`src/rtl/uart_rx_param.sv`:
```
// Parametrised UART receiver: 2-FF synchronised input, 3-sample majority voting,
// optional parity, 1/2 stop bits, 1-deep valid/ready holding register with overrun pulse.
module uart_rx_param #(
  parameter int DATA_BITS  = 8,
  parameter int OVERSAMPLE = 16,
  parameter int PARITY_EN  = 0,
  parameter int PARITY_ODD = 0,
  parameter int STOP_BITS  = 1
) (
  input  logic                 clk,
  input  logic                 rst_n,
  input  logic                 b_tick,
  input  logic                 rx,
  output logic [DATA_BITS-1:0] rx_data,
  output logic                 rx_valid,
  input  logic                 rx_ready,
  output logic                 parity_err,
  output logic                 frame_err,
  output logic                 overrun
);

  localparam int M  = OVERSAMPLE / 2;
  localparam int CW = $clog2(OVERSAMPLE);
  localparam logic [CW-1:0] S_LO  = CW'(M - 1);
  localparam logic [CW-1:0] S_MID = CW'(M);
  localparam logic [CW-1:0] S_HI  = CW'(M + 1);
  localparam logic [CW-1:0] S_END = CW'(OVERSAMPLE - 1);
  localparam logic [3:0]    LAST_BIT  = 4'(DATA_BITS - 1);
  localparam logic          LAST_STOP = 1'(STOP_BITS == 2);
  localparam logic          PAR_ODD   = 1'(PARITY_ODD != 0);

  typedef enum logic [2:0] {IDLE, START, DATA, PARITY, STOP, BREAK} state_t;

  state_t               state, state_n;
  logic                 rx_meta, rxs;
  logic [CW-1:0]        cnt, cnt_n;
  logic [3:0]           bit_idx, bit_idx_n;
  logic                 stop_idx, stop_idx_n;
  logic [1:0]           samp, samp_n;
  logic [DATA_BITS-1:0] shreg, shreg_n;
  logic                 perr, perr_n, ferr, ferr_n;
  logic                 maj, decide, bit_end, complete;

  assign maj     = (samp[0] & samp[1]) | (samp[0] & rxs) | (samp[1] & rxs);
  assign decide  = b_tick && (cnt == S_HI);
  assign bit_end = b_tick && (cnt == S_END);

  always_ff @(posedge clk) begin
    if (!rst_n) begin
      rx_meta <= 1'b1;
      rxs     <= 1'b1;
    end else begin
      rx_meta <= rx;
      rxs     <= rx_meta;
    end
  end

  always_ff @(posedge clk) begin
    if (!rst_n) begin
      state    <= IDLE;
      cnt      <= '0;
      bit_idx  <= '0;
      stop_idx <= 1'b0;
      samp     <= '1;
      shreg    <= '0;
      perr     <= 1'b0;
      ferr     <= 1'b0;
    end else begin
      state    <= state_n;
      cnt      <= cnt_n;
      bit_idx  <= bit_idx_n;
      stop_idx <= stop_idx_n;
      samp     <= samp_n;
      shreg    <= shreg_n;
      perr     <= perr_n;
      ferr     <= ferr_n;
    end
  end

  always_comb begin
    state_n    = state;
    cnt_n      = cnt;
    bit_idx_n  = bit_idx;
    stop_idx_n = stop_idx;
    samp_n     = samp;
    shreg_n    = shreg;
    perr_n     = perr;
    ferr_n     = ferr;
    complete   = 1'b0;

    if (state != IDLE && state != BREAK && b_tick) begin
      cnt_n = (cnt == S_END) ? '0 : cnt + 1'b1;
      if (cnt == S_LO)  samp_n[0] = rxs;
      if (cnt == S_MID) samp_n[1] = rxs;
    end

    case (state)
      IDLE: begin
        if (!rxs) begin
          state_n    = START;
          cnt_n      = '0;
          bit_idx_n  = '0;
          stop_idx_n = 1'b0;
          shreg_n    = '0;
          perr_n     = 1'b0;
          ferr_n     = 1'b0;
        end
      end
      START: begin
        if (decide && maj) state_n = IDLE;
        else if (bit_end)  state_n = DATA;
      end
      DATA: begin
        if (decide) begin
          for (int unsigned i = 0; i < DATA_BITS; i++) begin
            if (bit_idx == 4'(i)) shreg_n[i] = maj;
          end
        end
        if (bit_end) begin
          if (bit_idx == LAST_BIT) state_n = (PARITY_EN != 0) ? PARITY : STOP;
          else                     bit_idx_n = bit_idx + 4'd1;
        end
      end
      PARITY: begin
        if (decide)  perr_n  = (maj != ((^shreg) ^ PAR_ODD));
        if (bit_end) state_n = STOP;
      end
      STOP: begin
        // Completion happens at the last stop bit's decision point so the next start edge is not missed.
        if (decide) begin
          if (!maj) ferr_n = 1'b1;
          if (stop_idx == LAST_STOP) begin
            complete = 1'b1;
            state_n  = (ferr || !maj) ? BREAK : IDLE;
          end
        end else if (bit_end) begin
          stop_idx_n = 1'b1;
        end
      end
      BREAK: begin
        if (rxs) state_n = IDLE;
      end
      default: state_n = IDLE;
    endcase
  end

  always_ff @(posedge clk) begin
    if (!rst_n) begin
      rx_data    <= '0;
      rx_valid   <= 1'b0;
      parity_err <= 1'b0;
      frame_err  <= 1'b0;
      overrun    <= 1'b0;
    end else begin
      overrun <= 1'b0;
      if (complete) begin
        if (!rx_valid || rx_ready) begin
          rx_data    <= shreg;
          parity_err <= perr;
          frame_err  <= ferr_n;
          rx_valid   <= 1'b1;
        end else begin
          overrun <= 1'b1;
        end
      end else if (rx_valid && rx_ready) begin
        rx_valid   <= 1'b0;
        parity_err <= 1'b0;
        frame_err  <= 1'b0;
      end
    end
  end

endmodule

```
`config.mk`:
```
export PLATFORM = sky130hd
export DESIGN_NAME = uart_rx_param
export DESIGN_NICKNAME = d
export VERILOG_FILES = /design/src/rtl/uart_rx_param.sv
export SDC_FILE = /design/constraint.sdc
export NUM_CORES = 1
export LEC_CHECK = 0
export ABC_AREA = 1
export BUFFER_PORTS_ARGS = -buffer_cell sky130_fd_sc_hd__buf_2
export CAP_MARGIN = 20
export CORE_MARGIN = 5
export CORE_UTILIZATION = 53
export CTS_CLUSTER_SIZE = 30
export DETAILED_ROUTE_END_ITERATION = 12
export GPL_TIMING_DRIVEN = 1
export PLACE_DENSITY = 0.78
export SYNTH_ARGS = -nofsm -noshare
export SYNTH_HDL_FRONTEND = slang
export SYNTH_SLANG_ARGS = --single-unit
export TNS_END_PERCENT = 100
```
`constraint.sdc`:
```
create_clock -name clk -period 1.5 [get_ports clk]
set_input_delay 0.45 -clock clk [delete_from_list [all_inputs] [get_ports clk]]
set_output_delay 0.45 -clock clk [all_outputs]
set_load 0.03 [all_outputs]
```
==> metrics.cfg <==
[timing]
period_minus_slack_ns = 1.44
hold_violations = 0
worst_pin_slew_ns = 0.388
grt_setup_unrepaired = yes
slew_headroom_pct = 74.0
setup_viol = 0
post-route-period-util_pct = 95.9
slew_viol_final = 0
max_freq_mhz = 695
holdWs_ns = 0.340
skew_ns = 0.00789

[cells_and_area]
fillCellCount = 309
final_cell_area_um2 = 2600
diodes = 0
multi_input_area_um2 = 1200
regArea_um2 = 769
fin_nets = 362
drive_gt1_share_pct = 29.6
area_delta_synth_final_pct = 26.8

[routing]
drt_pass1_iterations = 4
dr.first_iter.drc_count = 178
ant_nets = 0
viasPerCell = 5.06
drc = 0
wirelength_um = 4670
wl_per_cell_um = 11.7
vias = 2017

[worst_setup_path]
cp.required_ns = 1.70
end_kind = flip-flop
cp_max_fo = 3
crit_path_start_kind = flip-flop
reg2reg_depth = 11
crit_arrival_ns = 1.63
criticalPathCategory = reg -> reg

[floorplan]
core-area_um2 = 3720
die_h_um = 72.2
dieArea_um2 = 5220
initial_core_util_pct = 55.3
row_count = 22
die_x_um = 72.2
io_pins = 17

[clock_tree]
cts.sinks = 38
clkLatencyLatePin_ns = 0.30
cts-root-buf = clkbuf_8
clock_tree.buffer_depth = 2
cts_buffers = 5
cts_tree = yes
htree_levels = 2
holdBufCountCts = 0
clkTransAtPathRegs_ns = 0.07

[status]
status = complete, no violations

[worst_hold_path]
holdPathStages = 2
hp-class = in -> reg

[global_routing]
grt-ovfl-total = 0
grt_pass1_wl_um = 7980
antenna_found_initial = 0
grt_max_degree = 13
grt_usage_pct = 19.4
grt_pass1_vias = 1834

[synthesis]
synth_seq_cells = 38
synthTopCellsByArea = dfxtp_1 37%, nand2_1 13%, inv_1 6.9%
async_reset_ff_share_pct = 0
avgSynthCellArea_um2 = 6.82
syn_nets = 313
synth_cells = 301
synth_area_um2 = 2050
synth_top_cell_by_area = dfxtp_1
yosysSeqAreaShare_pct = 37.1
synth_most_common_cell = nand2_1
netlist.area_leader.share_pct = 37.1
ys_types = 28
yosys-top-cells-count = 73 x nand2_1, 38 x dfxtp_1, 38 x inv_1
ys_warn_count = 0
synth_ff_type = dfxtp_1
synth-edff-count = 0

[power_and_ir_drop]
vdd_ir_drop_max_mv = 0.972
p_total_mw = 3.78
p_per_area_nw_per_um2 = 1450
leakage_nw = 1.19

[placement]
placed_cell_area_um2 = 2360
portBuffers = 16
gp_congestion = 0.833
place_hpwl_um = 3340

[run]
maxCapViolCount = 0

==> metal layers <==
| metal | track usage [%] | part of all wire (%) | up-vias |
|---|---|---|---|
| met3 | 5.26 | 5.3 | 11 |
| met1 | 25.0 | 45 | 898 |
| li1 | - | - | 1057 |
| met4 | 7.93 | 2.2 | 0 |
| met2 | 30.4 | 47 | 51 |
| met5 | 0 | 0 | - |
==> timing repair <==
item,4_1_cts,5_1_grt
gates resized for setup,13,29
pin swaps,6,13
endpoints found under the hold margin,0,0
buffers inserted,1,0
endpoints found under the setup margin,20,25
cloned,2,0
==> final timing paths <==
kind	startpoint	to	slack, ns
worst max-delay path	cnt[1]	state[2]	0.06
worst min-delay path	rx	rx_meta	0.34
worst max register to register	cnt[1]	state[2]	0.06
worst min register to register	rx_meta	rxs	0.41
==> metrics by stage <==
| step | cells | util [%] | setup slack [ns] | setup TNS (ns) |
|---|---|---|---|---|
| after floorplan | 301 | - | 0.0608 | 0 |
| after global placement | 388 | 63.4 | -0.0468 | -0.349 |
| after detailed placement | 388 | 63.4 | -0.105 | -0.902 |
| after CTS | 399 | 67.5 | 0.00372 | 0 |
| after global routing | 399 | 70.1 | -0.0696 | -0.437 |
| final | 399 | 70.1 | 0.0612 | 0 |
==> kinds of logic (layout without fill, tap and decap cells) <==
| kind of cell | after synthesis | in the layout | synth area share, % |
|---|---|---|---|
| buffers and inverters | 49 | 97 | 10.5 |
| adders and majority gates | 7 | 7 | 4.27 |
| and+or+nand+nor | 152 | 154 | 33.1 |
| AOI/OAI and AO/OA | 50 | 50 | 13.0 |
| DFF | 38 | 38 | 37.1 |
| xor gates and xnor gates | 5 | 5 | 2.13 |
==> flip-flops by register name, summed over array words and instances (netlist names) <==
register	cells
bit_idx	4
cnt	4
perr	1
rx_data	8
parity_err	1
state	3
ferr	1
rxs	1
samp	2
stop_idx	1
rx_meta	1
overrun	1
rx_valid	1
shreg	8
frame_err	1
==> area by class of cell <==
class                   instances  area share [%]
multi-input cells             216            46.2
flip-flops and latches         38            29.6
repair buffers                 45            11.9
inverters                      44            6.44
clock buffers                   6            3.17
well taps                      48            2.31
clock inverters                 2           0.481
==> cell usage in the layout, fill, tap and decap left out, types with 6 or more instances in the layout <==
cell      instances
nand2_2           8
nor2_1           27
dfxtp_1          33
nand3_1          21
o21ai_0          14
inv_1            35
buf_2            16
a21oi_1          24
nor2_4           11
nor2_2            6
o21ai_1           7
nand2_1          69
clkbuf_8          6
buf_4            26
inv_2             8
==> power breakdown <==
part	total (mW)	switching, mW	internal, mW
Combinational	1.77	1.10	0.667
Sequential	1.27	0.128	1.14
Clock	0.745	0.375	0.369
Total	3.78	1.60	2.17
==> critical path, stage by stage, from the launching register on <==
cell,delay (ns)
dfxtp_2,0.35
buf_6,0.10
ha_4,0.14
nand2_4,0.05
nor2_4,0.13
nor2_4,0.06
nor2_2,0.11
nand2_1,0.07
nor2_2,0.15
nand3_1,0.09
nand2_1,0.07
nor2_1,0.04
Note: power is estimated with default switching activity, not from simulation.
